===== src/rtl/mcoc_boot_pkg.sv =====
// Shared encodings for the MCOC boot-ROM fetch controller.
// MCOC_BOOT_PF_EN adds the prefetch state to the FSM enum.
package mcoc_boot_pkg;

   localparam logic [1:0] CMD_IDLE = 2'b00;
   localparam logic [1:0] CMD_HALF = 2'b01;
   localparam logic [1:0] CMD_WORD = 2'b10;
   localparam logic [1:0] CMD_BYTE = 2'b11;

   localparam int RLAT_MIN = 1;
   localparam int RLAT_MAX = 4;

   typedef enum logic [1:0] {
      ST_IDLE,
      ST_FETCH,
`ifdef MCOC_BOOT_PF_EN
      ST_WAIT,
      ST_PF
`else
      ST_WAIT
`endif
   } st_t;

   function automatic bit rlat_ok(input int r);
      return (r >= RLAT_MIN) && (r <= RLAT_MAX);
   endfunction

endpackage


===== src/rtl/mcoc_boot_pf_if.sv =====
// Fetch port plus ROM macro port of the boot-ROM controller.
// master = core fetch side together with the ROM macro.
interface mcoc_boot_pf_if #(
   parameter int ROM_AW = 7
);
   logic [1:0]        fcmd;
   logic [15:0]       fadr;
   logic              fbsy;
   logic [31:0]       fdat;
   logic              rom_re;
   logic [ROM_AW-1:0] rom_adr;
   logic [31:0]       rom_dat;

   modport master (
      output fcmd, fadr, rom_dat,
      input  fbsy, fdat, rom_re, rom_adr
   );

   modport slave (
      input  fcmd, fadr, rom_dat,
      output fbsy, fdat, rom_re, rom_adr
   );
endinterface


===== src/rtl/mcoc_boot_lane.sv =====
// Big-endian lane extract with zero extension.
// Offset 0 selects the most significant lane.
module mcoc_boot_lane
   import mcoc_boot_pkg::*;
(
   input  logic [1:0]  cmd,
   input  logic [1:0]  off,
   input  logic [31:0] word,
   output logic [31:0] dat
);

   always_comb begin
      dat = word;
      unique case (cmd)
         CMD_HALF: dat = (word >> {~off[1], 4'b0000}) & 32'h0000_ffff;
         CMD_BYTE: dat = (word >> {~off, 3'b000}) & 32'h0000_00ff;
         default:  dat = word;
      endcase
   end

endmodule


===== src/rtl/mcoc_boot_pf.sv =====
// Boot-ROM fetch controller: hit buffer, busy handshake, ROM sequencing.
// MCOC_BOOT_PF_EN adds a next-word prefetch entry.
module mcoc_boot_pf
   import mcoc_boot_pkg::*;
#(
   parameter int ROM_AW = 7,
   parameter int RLAT   = 1
) (
   input logic           clk,
   input logic           rst_n,
   mcoc_boot_pf_if.slave bus
);

   if (!rlat_ok(RLAT)) begin : g_rlat_bad
      $error("mcoc_boot_pf: RLAT out of range");
   end

   typedef logic [ROM_AW-1:0] wadr_t;

   st_t         st;
   logic [2:0]  cnt;
   logic        fbsy;
   logic        rom_re;
   logic [31:0] fdat;
   wadr_t       rom_adr;
   logic        cur_vld;
   wadr_t       cur_adr;
   logic [31:0] cur_dat;
   logic [1:0]  p_cmd;
   logic [1:0]  p_off;
   wadr_t       p_adr;

   wadr_t       r_adr;
   logic [1:0]  r_off;
   logic        acc;
   logic        hit_cur;
   logic [1:0]  l_cmd;
   logic [1:0]  l_off;
   logic [31:0] l_word;
   logic [31:0] lane_dat;
   logic        unused_fadr;

   assign r_adr       = bus.fadr[ROM_AW+1:2];
   assign r_off       = bus.fadr[1:0];
   assign unused_fadr = ^bus.fadr[15:ROM_AW+2];
   assign acc         = (bus.fcmd != CMD_IDLE) && !fbsy;
   assign hit_cur     = cur_vld && (r_adr == cur_adr);

`ifdef MCOC_BOOT_PF_EN
   logic        nxt_vld;
   wadr_t       nxt_adr;
   logic [31:0] nxt_dat;
   logic        hit_nxt;
   logic        pf_req;
   wadr_t       pf_adr;

   assign hit_nxt = nxt_vld && (r_adr == nxt_adr);
   assign pf_req  = fbsy || (acc && !hit_cur);
   assign pf_adr  = fbsy ? p_adr : r_adr;
`endif

   // A pending request always takes its lane from the ROM word landing now
   always_comb begin
      l_cmd  = fbsy ? p_cmd : bus.fcmd;
      l_off  = fbsy ? p_off : r_off;
      l_word = bus.rom_dat;
      if (!fbsy && hit_cur) begin
         l_word = cur_dat;
`ifdef MCOC_BOOT_PF_EN
      end else if (!fbsy && hit_nxt) begin
         l_word = nxt_dat;
`endif
      end
   end

   mcoc_boot_lane u_lane (
      .cmd  (l_cmd),
      .off  (l_off),
      .word (l_word),
      .dat  (lane_dat)
   );

   always_ff @(posedge clk) begin
      if (!rst_n) begin
         st      <= ST_IDLE;
         cnt     <= '0;
         fbsy    <= 1'b0;
         fdat    <= '0;
         rom_re  <= 1'b0;
         rom_adr <= '0;
         cur_vld <= 1'b0;
         cur_adr <= '0;
         cur_dat <= '0;
         p_cmd   <= CMD_IDLE;
         p_off   <= '0;
         p_adr   <= '0;
`ifdef MCOC_BOOT_PF_EN
         nxt_vld <= 1'b0;
         nxt_adr <= '0;
         nxt_dat <= '0;
`endif
      end else begin
         rom_re <= 1'b0;
         unique case (st)
            ST_IDLE: begin
               if (acc && hit_cur) begin
                  fdat <= lane_dat;
`ifdef MCOC_BOOT_PF_EN
               end else if (acc && hit_nxt) begin
                  fdat    <= lane_dat;
                  cur_adr <= nxt_adr;
                  cur_dat <= nxt_dat;
                  st      <= ST_PF;
                  rom_re  <= 1'b1;
                  rom_adr <= nxt_adr + wadr_t'(1);
                  nxt_adr <= nxt_adr + wadr_t'(1);
                  nxt_vld <= 1'b0;
                  cnt     <= 3'(RLAT);
`endif
               end else if (acc) begin
                  p_cmd   <= bus.fcmd;
                  p_off   <= r_off;
                  p_adr   <= r_adr;
                  fbsy    <= 1'b1;
                  st      <= ST_FETCH;
                  rom_re  <= 1'b1;
                  rom_adr <= r_adr;
               end
            end
            ST_FETCH: begin
               st  <= ST_WAIT;
               cnt <= 3'(RLAT - 1);
            end
            ST_WAIT: begin
               if (cnt == 3'd0) begin
                  fdat    <= lane_dat;
                  fbsy    <= 1'b0;
                  cur_vld <= 1'b1;
                  cur_adr <= p_adr;
                  cur_dat <= bus.rom_dat;
`ifdef MCOC_BOOT_PF_EN
                  st      <= ST_PF;
                  rom_re  <= 1'b1;
                  rom_adr <= p_adr + wadr_t'(1);
                  nxt_adr <= p_adr + wadr_t'(1);
                  nxt_vld <= 1'b0;
                  cnt     <= 3'(RLAT);
`else
                  st      <= ST_IDLE;
`endif
               end else begin
                  cnt <= cnt - 3'd1;
               end
            end
`ifdef MCOC_BOOT_PF_EN
            ST_PF: begin
               if (acc && hit_cur) begin
                  fdat <= lane_dat;
               end else if (acc) begin
                  p_cmd <= bus.fcmd;
                  p_off <= r_off;
                  p_adr <= r_adr;
                  fbsy  <= 1'b1;
               end
               if (cnt != 3'd0) begin
                  cnt <= cnt - 3'd1;
               end else if (pf_req && (pf_adr == nxt_adr)) begin
                  fdat    <= lane_dat;
                  fbsy    <= 1'b0;
                  cur_vld <= 1'b1;
                  cur_adr <= nxt_adr;
                  cur_dat <= bus.rom_dat;
                  rom_re  <= 1'b1;
                  rom_adr <= nxt_adr + wadr_t'(1);
                  nxt_adr <= nxt_adr + wadr_t'(1);
                  cnt     <= 3'(RLAT);
               end else begin
                  nxt_dat <= bus.rom_dat;
                  nxt_vld <= 1'b1;
                  if (pf_req) begin
                     st      <= ST_FETCH;
                     rom_re  <= 1'b1;
                     rom_adr <= pf_adr;
                     fbsy    <= 1'b1;
                  end else begin
                     st <= ST_IDLE;
                  end
               end
            end
`endif
            default: st <= ST_IDLE;
         endcase
      end
   end

   assign bus.fbsy    = fbsy;
   assign bus.fdat    = fdat;
   assign bus.rom_re  = rom_re;
   assign bus.rom_adr = rom_adr;

endmodule


===== src/flat_wrapper.sv =====
// flat-port wrapper written by rule: the top's interface ports become plain ports
module mcoc_boot_pf_flat import mcoc_boot_pkg::*;
#(
   parameter int ROM_AW = 7,
   parameter int RLAT   = 1
)
  (clk, rst_n, bus_fcmd, bus_fadr, bus_rom_dat, bus_fbsy, bus_fdat, bus_rom_re, bus_rom_adr);
  mcoc_boot_pf_if #(.ROM_AW(ROM_AW)) bus_i ();
  input logic clk;
  input logic rst_n;
  input wire logic [$bits(bus_i.fcmd)-1:0] bus_fcmd;
  input wire logic [$bits(bus_i.fadr)-1:0] bus_fadr;
  input wire logic [$bits(bus_i.rom_dat)-1:0] bus_rom_dat;
  output wire logic [$bits(bus_i.fbsy)-1:0] bus_fbsy;
  output wire logic [$bits(bus_i.fdat)-1:0] bus_fdat;
  output wire logic [$bits(bus_i.rom_re)-1:0] bus_rom_re;
  output wire logic [$bits(bus_i.rom_adr)-1:0] bus_rom_adr;
  assign bus_i.fcmd = bus_fcmd;
  assign bus_i.fadr = bus_fadr;
  assign bus_i.rom_dat = bus_rom_dat;
  assign bus_fbsy = bus_i.fbsy;
  assign bus_fdat = bus_i.fdat;
  assign bus_rom_re = bus_i.rom_re;
  assign bus_rom_adr = bus_i.rom_adr;
  mcoc_boot_pf #(.ROM_AW(ROM_AW), .RLAT(RLAT)) u_core (.clk(clk), .rst_n(rst_n), .bus(bus_i));
endmodule

===== config.mk =====
export PLATFORM = sky130hd
export DESIGN_NAME = mcoc_boot_pf_flat
export DESIGN_NICKNAME = d
export VERILOG_FILES = /design/src/rtl/mcoc_boot_pkg.sv /design/src/rtl/mcoc_boot_pf_if.sv /design/src/rtl/mcoc_boot_lane.sv /design/src/rtl/mcoc_boot_pf.sv /design/src/flat_wrapper.sv
export SDC_FILE = /design/constraint.sdc
export NUM_CORES = 1
export LEC_CHECK = 0
export BUFFER_PORTS_ARGS = -buffer_cell sky130_fd_sc_hd__buf_2
export CAP_MARGIN = 20
export CORE_MARGIN = 3
export CORE_UTILIZATION = 55
export DETAILED_ROUTE_END_ITERATION = 16
export PLACE_DENSITY = 0.87
export SLEW_MARGIN = 20
export SYNTH_ARGS = -nofsm -noshare
export SYNTH_HDL_FRONTEND = slang
export SYNTH_SLANG_ARGS = --single-unit

===== constraint.sdc =====
create_clock -name clk -period 3.1 [get_ports clk]
set_clock_uncertainty 0.2 [all_clocks]
set_input_delay 0.31 -clock clk [delete_from_list [all_inputs] [get_ports clk]]
set_output_delay 0.31 -clock clk [all_outputs]
set_load 0.05 [all_outputs]

# ---- Word level (Yosys, flattened, before mapping)
# Cells that the tools add are included.
# Widths: inputs -> output; s select.
dict set report totals {
  register_bits 90
  latch_bits 0
  ramBits 0
  romBits 0
  input_bits 52
  output_inout_bits 41
  word_cells 64
  n_memories 0
}
dict set report op_classes {
  n_addsub 1
  n_mul 0
  div 0
  n_lt_le_gt_ge 0
  n_eq_ne 10
  shift 2
  mux 18
  bitwise 5
  n_reduce_logical 17
}
# operator count
set ops {}
lappend ops {{$pmux 32 s2} 2}
lappend ops {{$mux 32} 3}
lappend ops {{$shr 32x5->16} 1}
lappend ops {{$shr 32x5->8} 1}
lappend ops {{$mux 2} 5}
lappend ops {{$reduce_and 3->1} 3}
lappend ops {{$eq 7x7->1} 1}
lappend ops {{$ne 2x1->1 const B} 3}
lappend ops {{$pmux 2 s3} 1}
lappend ops {{$pmux 3 s2} 1}
lappend ops {{$reduce_bool 2->1} 3}
lappend ops {{$eq 2x1->1 const B} 2}
lappend ops {{$eq 2x2->1 const B} 2}
lappend ops {{$logic_and 1x1->1} 4}
lappend ops {{$mux 1} 4}
lappend ops {{$ne 2x2->1 const B} 2}
lappend ops {{$not 1->1} 4}
lappend ops {{$reduce_and 2->1} 2}
lappend ops {{$reduce_and 4->1} 1}
lappend ops {{$logic_not 3->1} 1}
lappend ops {{$mux 3} 1}
lappend ops {{$reduce_or 3->1} 1}
lappend ops {{$sub 3x1->3 const B} 1}
lappend ops {{$logic_not 2->1} 1}
lappend ops {{3 further kinds} 3}

# ---- Depth between registers and ports, before layout
# Gate-level depths: netlist (run 1).
dict set report logic_depth {
  word_depth 8
  ltp_mapped 9
}

# ---- Hierarchy
# From an unflattened synthesis (run 1), not the netlist that was laid out.
dict set report hier_totals {
  hier_cells 497
  area_unflattened_um2 4556.9
}
# module n_inst cells_each area_each_um2 seq_area_each_um2
set modules_own_cells {}
lappend modules_own_cells {mcoc_boot_pf 1 421 4022.6 1801.7}
lappend modules_own_cells {mcoc_boot_lane 1 76 534.3 0.0}

# ---- Least setup slack after synthesis (run 1)
# Ideal clock, no wire load.
dict set report synth_timing {
  path_kind {reg-to-reg}
  from {register u_core.fbsy, in the netlist u_core.bus.fbsy}
  to {register u_core.fdat[11], in the netlist u_core.bus.fdat[11]}
  setup_time_ns 0.123
  arrival_time_ns 2.336
  required_time_ns 2.777
  slack_ns 0.441
  path_stages_with_launch 7
  period_less_slack_ns 2.659
  path_cell_list {dfxtp_1 -> buf_6 -> mux2i_2 -> buf_4 -> mux4_2 -> a221oi_1 -> nor2_1}
}
dict set report synth_between {
  elab_chain_cells 7
}
# item line
set synth_lines {}
lappend synth_lines {{start: declaration} mcoc_boot_pf.sv:22} ;# logic fbsy;
lappend synth_lines {{start signal: assignment} mcoc_boot_pf.sv:87} ;# fbsy <= 1'b0;
lappend synth_lines {{start signal: assignment} mcoc_boot_pf.sv:124} ;# fbsy <= 1'b1;
lappend synth_lines {{start signal: assignment} mcoc_boot_pf.sv:137} ;# fbsy <= 1'b0;
lappend synth_lines {{$logic_not 1->1} {mcoc_boot_pf.sv:46, mcoc_boot_pf.sv:67}}
lappend synth_lines {{$logic_and 1x1->1} mcoc_boot_pf.sv:67} ;# if (!fbsy && hit_cur) begin
lappend synth_lines {{$mux 32} mcoc_boot_pf.sv:67}
lappend synth_lines {{$shr 32x5->16} mcoc_boot_lane.sv:15} ;# CMD_HALF: dat = (word >> {~off[1], 4'b0000}) & 32'h0000_ffff;
lappend synth_lines {{$pmux 32 s2} mcoc_boot_lane.sv:14} ;# unique case (cmd)
lappend synth_lines {{$mux 32, on equally long branches} {mcoc_boot_pf.sv:135, mcoc_boot_pf.sv:106}}
lappend synth_lines {{$pmux 32 s2} mcoc_boot_pf.sv:104} ;# unique case (st)
lappend synth_lines {{end signal: assignment} mcoc_boot_pf.sv:107} ;# fdat <= lane_dat;
lappend synth_lines {{end signal: assignment} mcoc_boot_pf.sv:136} ;# fdat <= lane_dat;
lappend synth_lines {{end: declaration} mcoc_boot_pf.sv:24} ;# logic [31:0] fdat;
# Parallel ways exist; a longest one is shown, timed or not. The select of a mux whose other input is x is not followed.
# A chain may end at the register's enable or synchronous reset.

# ---- Final worst setup path (run 1)
dict set report layout_timing {
  from {register u_core.fbsy, in the netlist u_core.bus.fbsy}
  to {register u_core.fdat[6], in the netlist u_core.bus.fdat[6]}
}
dict set report layout_between {
  elab_chain_cells 7
}
# item line
set layout_lines {}
lappend layout_lines {{$logic_not 1->1} {mcoc_boot_pf.sv:46, mcoc_boot_pf.sv:67}}
lappend layout_lines {{$logic_and 1x1->1} mcoc_boot_pf.sv:67}
lappend layout_lines {{$mux 32} mcoc_boot_pf.sv:67}
lappend layout_lines {{$shr 32x5->8 / $shr 32x5->16 (equally long branches)} {mcoc_boot_lane.sv:16, mcoc_boot_lane.sv:15}}
lappend layout_lines {{$pmux 32 s2} mcoc_boot_lane.sv:14}
lappend layout_lines {{$mux 32, on equally long branches} {mcoc_boot_pf.sv:135, mcoc_boot_pf.sv:106}}
lappend layout_lines {{$pmux 32 s2} mcoc_boot_pf.sv:104}
# Parallel ways exist; a longest one is shown, timed or not. The select of a mux whose other input is x is not followed.

==> results of run 1 <==
-- final timing paths --
check        slack [ps]  cells after the start                               end                              from
max                 330                      7   u_core.bus.fdat[6]$_SDFFE_PN0P_      u_core.bus.fbsy$_SDFFE_PN0P_
max reg2reg         330                      7   u_core.bus.fdat[6]$_SDFFE_PN0P_      u_core.bus.fbsy$_SDFFE_PN0P_
min                  20                      3   u_core.cur_dat[22]$_SDFFE_PN0P_                   bus_rom_dat[22]
min reg2reg         270                      1  u_core.bus.fdat[31]$_SDFFE_PN0P_  u_core.bus.fdat[31]$_SDFFE_PN0P_
-- tightest hold or removal path, stage by stage --
cell and delay [ps]:
buf_2 120, nand2_1 50, a21boi_0 60
-- layout by cell type, fill, tap and decap left out, drive strengths merged, types with 3 or more instances in the layout --
master / n
buf: 95
nand2: 92
dfxtp: 90
a21boi: 43
mux2i: 25
mux4: 24
o21ai: 23
nor2: 19
o2bb2ai: 16
a31oi: 16
a21oi: 13
and3: 11
nor2b: 10
clkbuf: 10
mux2: 9
a221oi: 8
xnor2: 6
inv: 5
and2: 4
nor3: 4
clkinvlp: 3
nor4: 3
o22ai: 3
-- cells by family (layout without fill, tap and decap cells) --
group	after synthesis	in the layout	share of synthesized area
simple gates	152	152	0.1587
xor+xnor	6	6	0.01294
compound gates	126	126	0.1935
buf+inv	41	116	0.04689
mux	58	58	0.1946
fa+ha+maj	2	2	0.005389
flops	90	90	0.3880
-- sequential cells by signal, indices dropped and copies added (netlist names), 2 cells and up --
name and cells:
u_core.bus.fdat 32, u_core.bus.rom_adr 7, u_core.cnt 3, u_core.cur_adr 7, u_core.cur_dat 32, u_core.p_cmd 2, u_core.p_off 2, u_core.st 2
-- stage by stage --
step | power (uW) | hold slack, ps | cell area (um2) | util
2_1_floorplan | 1735 | 251.4 | 4643 | -
3_3_place_gp | 1875 | 243.4 | 5112 | 0.6416
3_5_place_dp | 1896 | 244.4 | 5112 | 0.6416
4_1_cts | 2704 | 2.065 | 5316 | 0.6672
5_1_grt | 2810 | 9.332 | 5319 | 0.6676
6_report | 2701 | 15.47 | 5319 | 0.6676
-- power breakdown --
part	internal, uW	switching, uW
logic	229	373
clock network	394	429
registers	1220	57.2
-- per-layer routing --
layer,vias up,routed length (um),global-route usage
li1,1866,-,-
met1,1852,5100,0.3385
met2,223,5485,0.3791
met3,21,1081,0.06000
met4,0,160,0.07774
met5,-,0,0
-- final cells by class --
type	count	area [um2]
fillers	591	2649
multi-input cells	344	2641
flip-flops and latches	90	1802
repair buffers	95	525.5
clock buffers	10	137.6
well taps	102	127.6
clock inverters	6	66.31
inverters	5	18.77
==> results.json, run 1 <==
{
  "post-cts-setup-buffer-count": 0,
  "nets": 599,
  "relSlewSlack": 0.5357,
  "peakVddDrop_mv": 0.2384,
  "cpLargestDelayFamily": "flip-flops",
  "ys_ff_latch": 90,
  "synth_area_um2": 4643,
  "drtAntennaViolNets": 0,
  "grt_max_degree": 41,
  "cts_sinks": 90,
  "initial_core_util": 0.5828,
  "status": "finished, final reports clean",
  "setup_viol": 0,
  "wl_per_cell_um": 18.14,
  "grt_pass1_wl_um": 19240,
  "gp_congestion": 0.8918,
  "synth_top_area_frac": 0.3880,
  "hold_viol": 0,
  "clk_latency_ps": 360,
  "power.density_nw_per_um2": 507.7,
  "startpoint_type": "flip-flop",
  "io_pins": 93,
  "clk_path_buf_depth": 2,
  "drive_gt1_frac": 0.2927,
  "netlist_top_cells_count": "92 x nand2_1, 90 x dfxtp_1, 43 x a21boi_0",
  "layout.cells.non_filler": 652,
  "crit_buf_inv": 1,
  "via_count": 3962,
  "synth_area_leaders": "dfxtp_1 39%, mux4_2 11%, nand2_1 7.4%, a21boi_0 7.0%, mux2i_1 5.0%",
  "cp-end-kind": "flip-flop",
  "drt_iter0_drc": 415,
  "first_pass_iters": 5,
  "synth_edf_count": 0,
  "min_period_ps": 2768,
  "grt_pass1_vias": 3909,
  "grt_overflow": 0,
  "drc": 0,
  "max_freq_mhz": 361.3,
  "synth_cell_type_count": 48,
  "cp.arrival_ps": 2820,
  "min_path_type": "input pin to flip-flop",
  "ctsResizeCount": 0,
  "antenna_found_initial": 0,
  "portBuffers": 85,
  "yosysWarnings": 0,
  "slowest_delay_ps": 700,
  "grtUsageTotal": 0.2448,
  "fp.dieW_um": 97.88,
  "tightest_slew_ps": 695.7,
  "drv_cap": 0,
  "hold_buffers": 0,
  "ys.flop_type": "dfxtp_1",
  "routed_wl_um": 11830,
  "critPathMaxFanout": 16,
  "cts_made_buffers": 9,
  "syn_area_per_cell_um2": 9.775,
  "worstPathCellList": "nand2_1 -> o22ai_4 -> buf_4 -> mux4_2 -> and3_1 -> a21oi_1 -> a31oi_1",
  "path_clk_slew_ps": 90,
  "die_h_um": 97.88,
  "finalSetupTns_ps": 0,
  "viasPerCell": 6.077,
  "synth_top_area_cell": "dfxtp_1",
  "core_area_um2": 7968,
  "dieArea_um2": 9580,
  "cpMaxStageDelayCell": "dfxtp_1",
  "worstPathRequired_ps": 3150,
  "slew_violations": 0,
  "h-tree-depth": 3,
  "dp_hpwl_um": 8214,
  "netlist_instances": 475,
  "std_cell_rows": 32,
  "rsz0062_at_grt": "no",
  "ys_seq_area_frac": 0.3880,
  "synth_nets": 529,
  "leakage_uw": 0.001974,
  "syn_to_final_growth_pct": 14.55,
  "cts_tree": "yes",
  "synthMostInstantiatedCell": "nand2_1",
  "clockRootBuffer": "clkbuf_8",
  "fin_crit_sh": 0.8928,
  "path_class": "flip-flop to flip-flop",
  "n_antenna_cell": 0,
  "dp.cells": 636,
  "dp_slack_ps": 366.0,
  "setup_ws_ps": 332.2,
  "ys_async_sr_fraction": 0
}
(Power assumes the default switching activity.)
==> run 2: changes to the inputs <==
--- a/config.mk
+++ b/config.mk
@@ -10,7 +10,7 @@
 export CORE_MARGIN = 3
 export CORE_UTILIZATION = 55
 export DETAILED_ROUTE_END_ITERATION = 16
-export PLACE_DENSITY = 0.87
+export PLACE_DENSITY_LB_ADDON = 0.1
 export SLEW_MARGIN = 20
 export SYNTH_ARGS = -nofsm -noshare
 export SYNTH_HDL_FRONTEND = slang
==> results.json, run 2 (synthesis results as in run 1) <==
{
  "peakVddDrop_mv": 0.2444,
  "grt_pass1_wl_um": 19520,
  "cp.arrival_ps": 2730,
  "design_area_um2": 5329,
  "setup_ws_ps": 460.3,
  "hold_viol": 0,
  "io_pins": 93,
  "portBuffers": 85,
  "startpoint": "u_core.cnt[0]$_SDFFE_PN0P_",
  "viasPerCell": 6.011,
  "core_area_um2": 7968,
  "nets": 599,
  "fp.dieW_um": 97.88,
  "cts_sinks": 90,
  "path_clk_slew_ps": 90,
  "via_count": 3919,
  "switching_power_uw": 861.8,
  "antenna_found_initial": 0,
  "min_path_type": "input pin to flip-flop",
  "clockRootBuffer": "clkbuf_8",
  "path_class": "flip-flop to flip-flop",
  "fin_crit_sh": 0.8515,
  "final_common_cell": "nand2_1",
  "place_area_um2": 5125,
  "drtAntennaViolNets": 0,
  "cts_made_buffers": 9,
  "relSlewSlack": 0.5291,
  "cp-end-kind": "flip-flop",
  "n_antenna_cell": 0,
  "tightest_slew_ps": 706.4,
  "r2r_slack_ps": 460,
  "grt_max_degree": 50,
  "slew_violations": 0,
  "r2r_cells": 7,
  "grt_pass1_vias": 3847,
  "fill_cells": 684,
  "power.total_uw": 2708,
  "critPathMaxFanout": 16,
  "sw_frac_of_total": 0.3182,
  "dp_hpwl_um": 7563,
  "drive_gt1_frac": 0.2909,
  "drc": 0,
  "power.density_nw_per_um2": 508.3,
  "seq_power_share": 0.470,
  "dieArea_um2": 9580,
  "drt_iter0_drc": 221,
  "gp_congestion": 0.8164,
  "reg2reg_from": "u_core.cnt[0]$_SDFFE_PN0P_",
  "finalSetupTns_ps": 0,
  "intPower_uw": 1847,
  "status": "finished, final reports clean",
  "hp-start": "bus_rom_dat[22]",
  "post-cts-setup-buffer-count": 0,
  "syn_to_final_growth_pct": 14.77,
  "min_period_ps": 2640,
  "power.share.clock": 0.306,
  "cts_tree": "yes",
  "grt_overflow": 0,
  "drv_cap": 0,
  "holdPathStages": 3,
  "ctsResizeCount": 0,
  "die_h_um": 97.88,
  "routed_wl_um": 11620,
  "clk_latency_ps": 370,
  "setup_viol": 0,
  "dp_slack_ps": 483.9,
  "seqCellArea_um2": 1802,
  "multi_input_comb_area_um2": 2639,
  "rsz0062_at_grt": "no",
  "grtUsageTotal": 0.2520,
  "max_freq_mhz": 378.8,
  "clk_path_buf_depth": 2,
  "initial_core_util": 0.5828,
  "hold_buffers": 0,
  "comb_power_share": 0.224,
  "wl_per_cell_um": 17.81,
  "fin_util": 0.6688,
  "startpoint_type": "flip-flop",
  "h-tree-depth": 3,
  "whs_endpoint": "u_core.cur_dat[22]$_SDFFE_PN0P_",
  "layout_common_cells": "92 x nand2_1, 90 x dfxtp_1, 85 x buf_2",
  "first_pass_iters": 5,
  "r2r_end": "u_core.bus.fdat[24]$_SDFFE_PN0P_",
  "std_cell_rows": 32,
  "leakage_uw": 0.001977,
  "worstPathRequired_ps": 3190,
  "largestRegisters": "u_core.bus.fdat: 32 flops, u_core.cur_dat: 32 flops"
}
-- run 2: cell counts in the layout (fill, tap and decap cells not counted) --
No cell type changed its count.
-- run 2: metrics by stage --
stage / std cells / hold WS [ps]
2_1_floorplan: 475 / 251.4
3_3_place_gp: 636 / 240.7
3_5_place_dp: 636 / 242.7
4_1_cts: 652 / 4.529
5_1_grt: 652 / 1.598
6_report: 652 / 8.262
-- run 2: final cells by class --
class,instances,area share
multi-input cells,344,0.4952
flip-flops and latches,90,0.3381
clock buffers,10,0.02583
well taps,102,0.02395
repair buffers,95,0.1010
inverters,5,0.003522
clock inverters,6,0.01244
-- run 2: worst max-delay path, stage by stage (launching register included) --
cell and delay (ps):
dfxtp_1 360, inv_1 80, ha_1 200, nor2b_1 190
nor3b_4 180, a21oi_2 480, and2_1 680, o2bb2ai_1 200
-- run 2: power groups by stage --
stage	Combinational [uW]	Clock [uW]	Sequential, uW
finish	606	830	1270
detailed placement	606	0	1300
CTS	609	840	1270
floorplan	335	0	1400
global route	655	900	1280
global placement	597	0	1300
-- run 2: layer usage --
| layer | GRT usage | share of wire |
|---|---|---|
| met1 | 0.3452 | 0.45 |
| met4 | 0.08839 | 0.016 |
| met5 | 0 | 0 |
| met2 | 0.3984 | 0.48 |
| met3 | 0.05071 | 0.055 |
-- run 2: worst max-delay path by stage --
stage	to	slack, ps
floorplan	u_core.bus.fdat[11]$_SDFFE_PN0P_	440
global placement	u_core.bus.fdat[15]$_SDFFE_PN0P_	480
detailed placement	u_core.bus.fdat[0]$_SDFFE_PN0P_	480
CTS	u_core.bus.fdat[24]$_SDFFE_PN0P_	470
global route	u_core.bus.fdat[29]$_SDFFE_PN0P_	290
finish	u_core.bus.fdat[24]$_SDFFE_PN0P_	460
==> run 3: changes to the inputs <==
--- a/config.mk
+++ b/config.mk
@@ -14,4 +14,5 @@
 export SLEW_MARGIN = 20
 export SYNTH_ARGS = -nofsm -noshare
 export SYNTH_HDL_FRONTEND = slang
+export SYNTH_HIERARCHICAL = 1
 export SYNTH_SLANG_ARGS = --single-unit
==> results.json, run 3 <==
{
  "status": "finished, final reports clean",
  "r2r_cells": 11,
  "fill_cells": 664,
  "path_class": "flip-flop to flip-flop",
  "r2r_end": "u_core/bus.fdat[2]$_SDFFE_PN0P_",
  "cts_sinks": 90,
  "syn_to_final_growth_pct": 14.14,
  "path_clk_slew_ps": 90,
  "dp_hpwl_um": 6908,
  "setup_viol": 0,
  "first_pass_iters": 4,
  "clockRootBuffer": "clkbuf_8",
  "max_freq_mhz": 367.7,
  "leakage_uw": 0.002027,
  "via_count": 3500,
  "syn_area_per_cell_um2": 9.169,
  "relSlewSlack": 0.4196,
  "largestRegisters": "u_core/bus.fdat: 32 flops, u_core/cur_dat: 32 flops",
  "r2r_slack_ps": 380,
  "layout.cells.non_filler": 669,
  "synth_top_area_cell": "dfxtp_1",
  "peakVddDrop_mv": 0.3112,
  "synth_edf_count": 0,
  "netlist_top_cells_count": "105 x nand2_1, 90 x dfxtp_1, 51 x mux2i_1",
  "holdPathStages": 3,
  "synth_top_area_frac": 0.3954,
  "synthMostInstantiatedCell": "nand2_1",
  "hold_viol": 0,
  "fin_crit_sh": 0.8773,
  "rsz0062_at_grt": "no",
  "cts_tree": "yes",
  "portBuffers": 85,
  "antenna_found_initial": 0,
  "clk_path_buf_depth": 2,
  "clk_latency_ps": 350,
  "netlist_instances": 497,
  "wl_per_cell_um": 15.05,
  "grt_pass1_vias": 3481,
  "cts_made_buffers": 9,
  "synth_area_leaders": "dfxtp_1 40%, mux2i_1 11%, mux2_2 8.9%, nand2_1 8.6%, nor2b_1 6.9%",
  "hp-start": "bus_rom_dat[30]",
  "drc": 0,
  "drv_cap": 0,
  "nets": 617,
  "whs_endpoint": "u_core/cur_dat[30]$_SDFFE_PN0P_",
  "fp.dieW_um": 97.03,
  "synth_cell_type_count": 40,
  "std_cell_rows": 32,
  "grt_max_degree": 102,
  "power.density_nw_per_um2": 507.3,
  "worstPathRequired_ps": 3150,
  "routed_wl_um": 10070,
  "ys.flop_type": "dfxtp_1",
  "cp-end-kind": "flip-flop",
  "viasPerCell": 5.232,
  "cp.arrival_ps": 2770,
  "grt_overflow": 0,
  "tightest_slew_ps": 870.7,
  "finalSetupTns_ps": 0,
  "dieArea_um2": 9414,
  "min_path_type": "input pin to flip-flop",
  "ys_ff_latch": 90,
  "critPathMaxFanout": 32,
  "die_h_um": 97.03,
  "h-tree-depth": 3,
  "grtUsageTotal": 0.2174,
  "drtAntennaViolNets": 0,
  "grt_pass1_wl_um": 16890,
  "slew_violations": 0,
  "initial_core_util": 0.5777,
  "layout_common_cells": "105 x nand2_1, 90 x dfxtp_1, 85 x buf_2",
  "min_period_ps": 2719,
  "n_antenna_cell": 0,
  "drt_iter0_drc": 183,
  "io_pins": 93,
  "yosysWarnings": 6,
  "synth_nets": 551,
  "drive_gt1_frac": 0.2628,
  "synth_area_um2": 4557,
  "final_common_cell": "nand2_1",
  "gp_congestion": 0.8298,
  "startpoint_type": "flip-flop",
  "core_area_um2": 7888,
  "ys_seq_area_frac": 0.3954,
  "dp.cells": 652,
  "ys_async_sr_fraction": 0,
  "reg2reg_from": "u_core/cur_adr[1]$_SDFFE_PN0P_"
}
==> run 3: cell type report <==
type / count / area, um2 / share of cell area
repair buffers: 93 / 540.5 / 0.1039
clock buffers: 11 / 151.4 / 0.02911
flip-flops and latches: 90 / 1802 / 0.3464
inverters: 12 / 45.04 / 0.008660
well taps: 102 / 127.6 / 0.02454
clock inverters: 4 / 51.30 / 0.009863
multi-input cells: 357 / 2484 / 0.4775
==> run 3: logic make-up after synthesis <==
family,Yosys count,synth area share
mux,87,0.2010
buf+inv,50,0.05958
xor+xnor,7,0.01510
fa+ha+maj,2,0.005491
flops,90,0.3954
simple gates,188,0.1993
compound gates,73,0.1241
==> run 3: metal layers <==
layer / vias up / GRT usage / share of wire
met5: - / 0 / 0
met1: 1602 / 0.3239 / 0.51
met4: 0 / 0.05508 / 0.0092
li1: 1805 / - / -
met3: 7 / 0.03677 / 0.050
met2: 86 / 0.3254 / 0.43
==> run 3: through the flow <==
stage	setup slack, ps	total power (uW)	hold slack [ps]	area (um2)	utilization
after global routing	131.9	2761	14.57	5201	0.6594
after detailed placement	287.9	1850	251.0	4979	0.6312
after global placement	314.2	1840	238.3	4979	0.6312
final	380.5	2638	13.43	5201	0.6594
after floorplan	569.2	1724	231.3	4557	-
after CTS	375.4	2662	0.4333	5201	0.6594
==> run 3: worst max-delay path: stages, from the launching register on <==
cell,delay [ps]
dfxtp_1,330
xnor2_1,210
nand4_1,100
or2_1,260
nor2_2,140
buf_12,220
mux2_2,410
mux2i_1,190
nor2_1,70
a221o_1,270
mux2i_1,130
nor2b_1,60
==> run 3: worst max-delay path by stage <==
stage | endpoint | depth (start not counted) | from
2_1_floorplan | u_core/bus.fdat[0]$_SDFFE_PN0P_ | 9 | u_core/bus.fbsy$_SDFFE_PN0P_
3_3_place_gp | u_core/bus.fdat[2]$_SDFFE_PN0P_ | 12 | bus_fadr[5]
3_5_place_dp | u_core/bus.fdat[2]$_SDFFE_PN0P_ | 12 | bus_fadr[3]
4_1_cts | u_core/bus.fdat[2]$_SDFFE_PN0P_ | 11 | u_core/cur_adr[1]$_SDFFE_PN0P_
5_1_grt | u_core/bus.fdat[1]$_SDFFE_PN0P_ | 11 | u_core/cur_adr[1]$_SDFFE_PN0P_
6_report | u_core/bus.fdat[2]$_SDFFE_PN0P_ | 11 | u_core/cur_adr[1]$_SDFFE_PN0P_
==> run 3: report_power, final <==
group	internal (uW)	total, uW	switching (uW)
combinational	221	573	352
sequential	1210	1250	38.5
clock	413	813	400
==> run 3: what timing repair did <==
action,CTS,global route
hold buffers,2,0
endpoints found under the hold margin,2,0
setup buffers,0,0
resized for setup,0,0
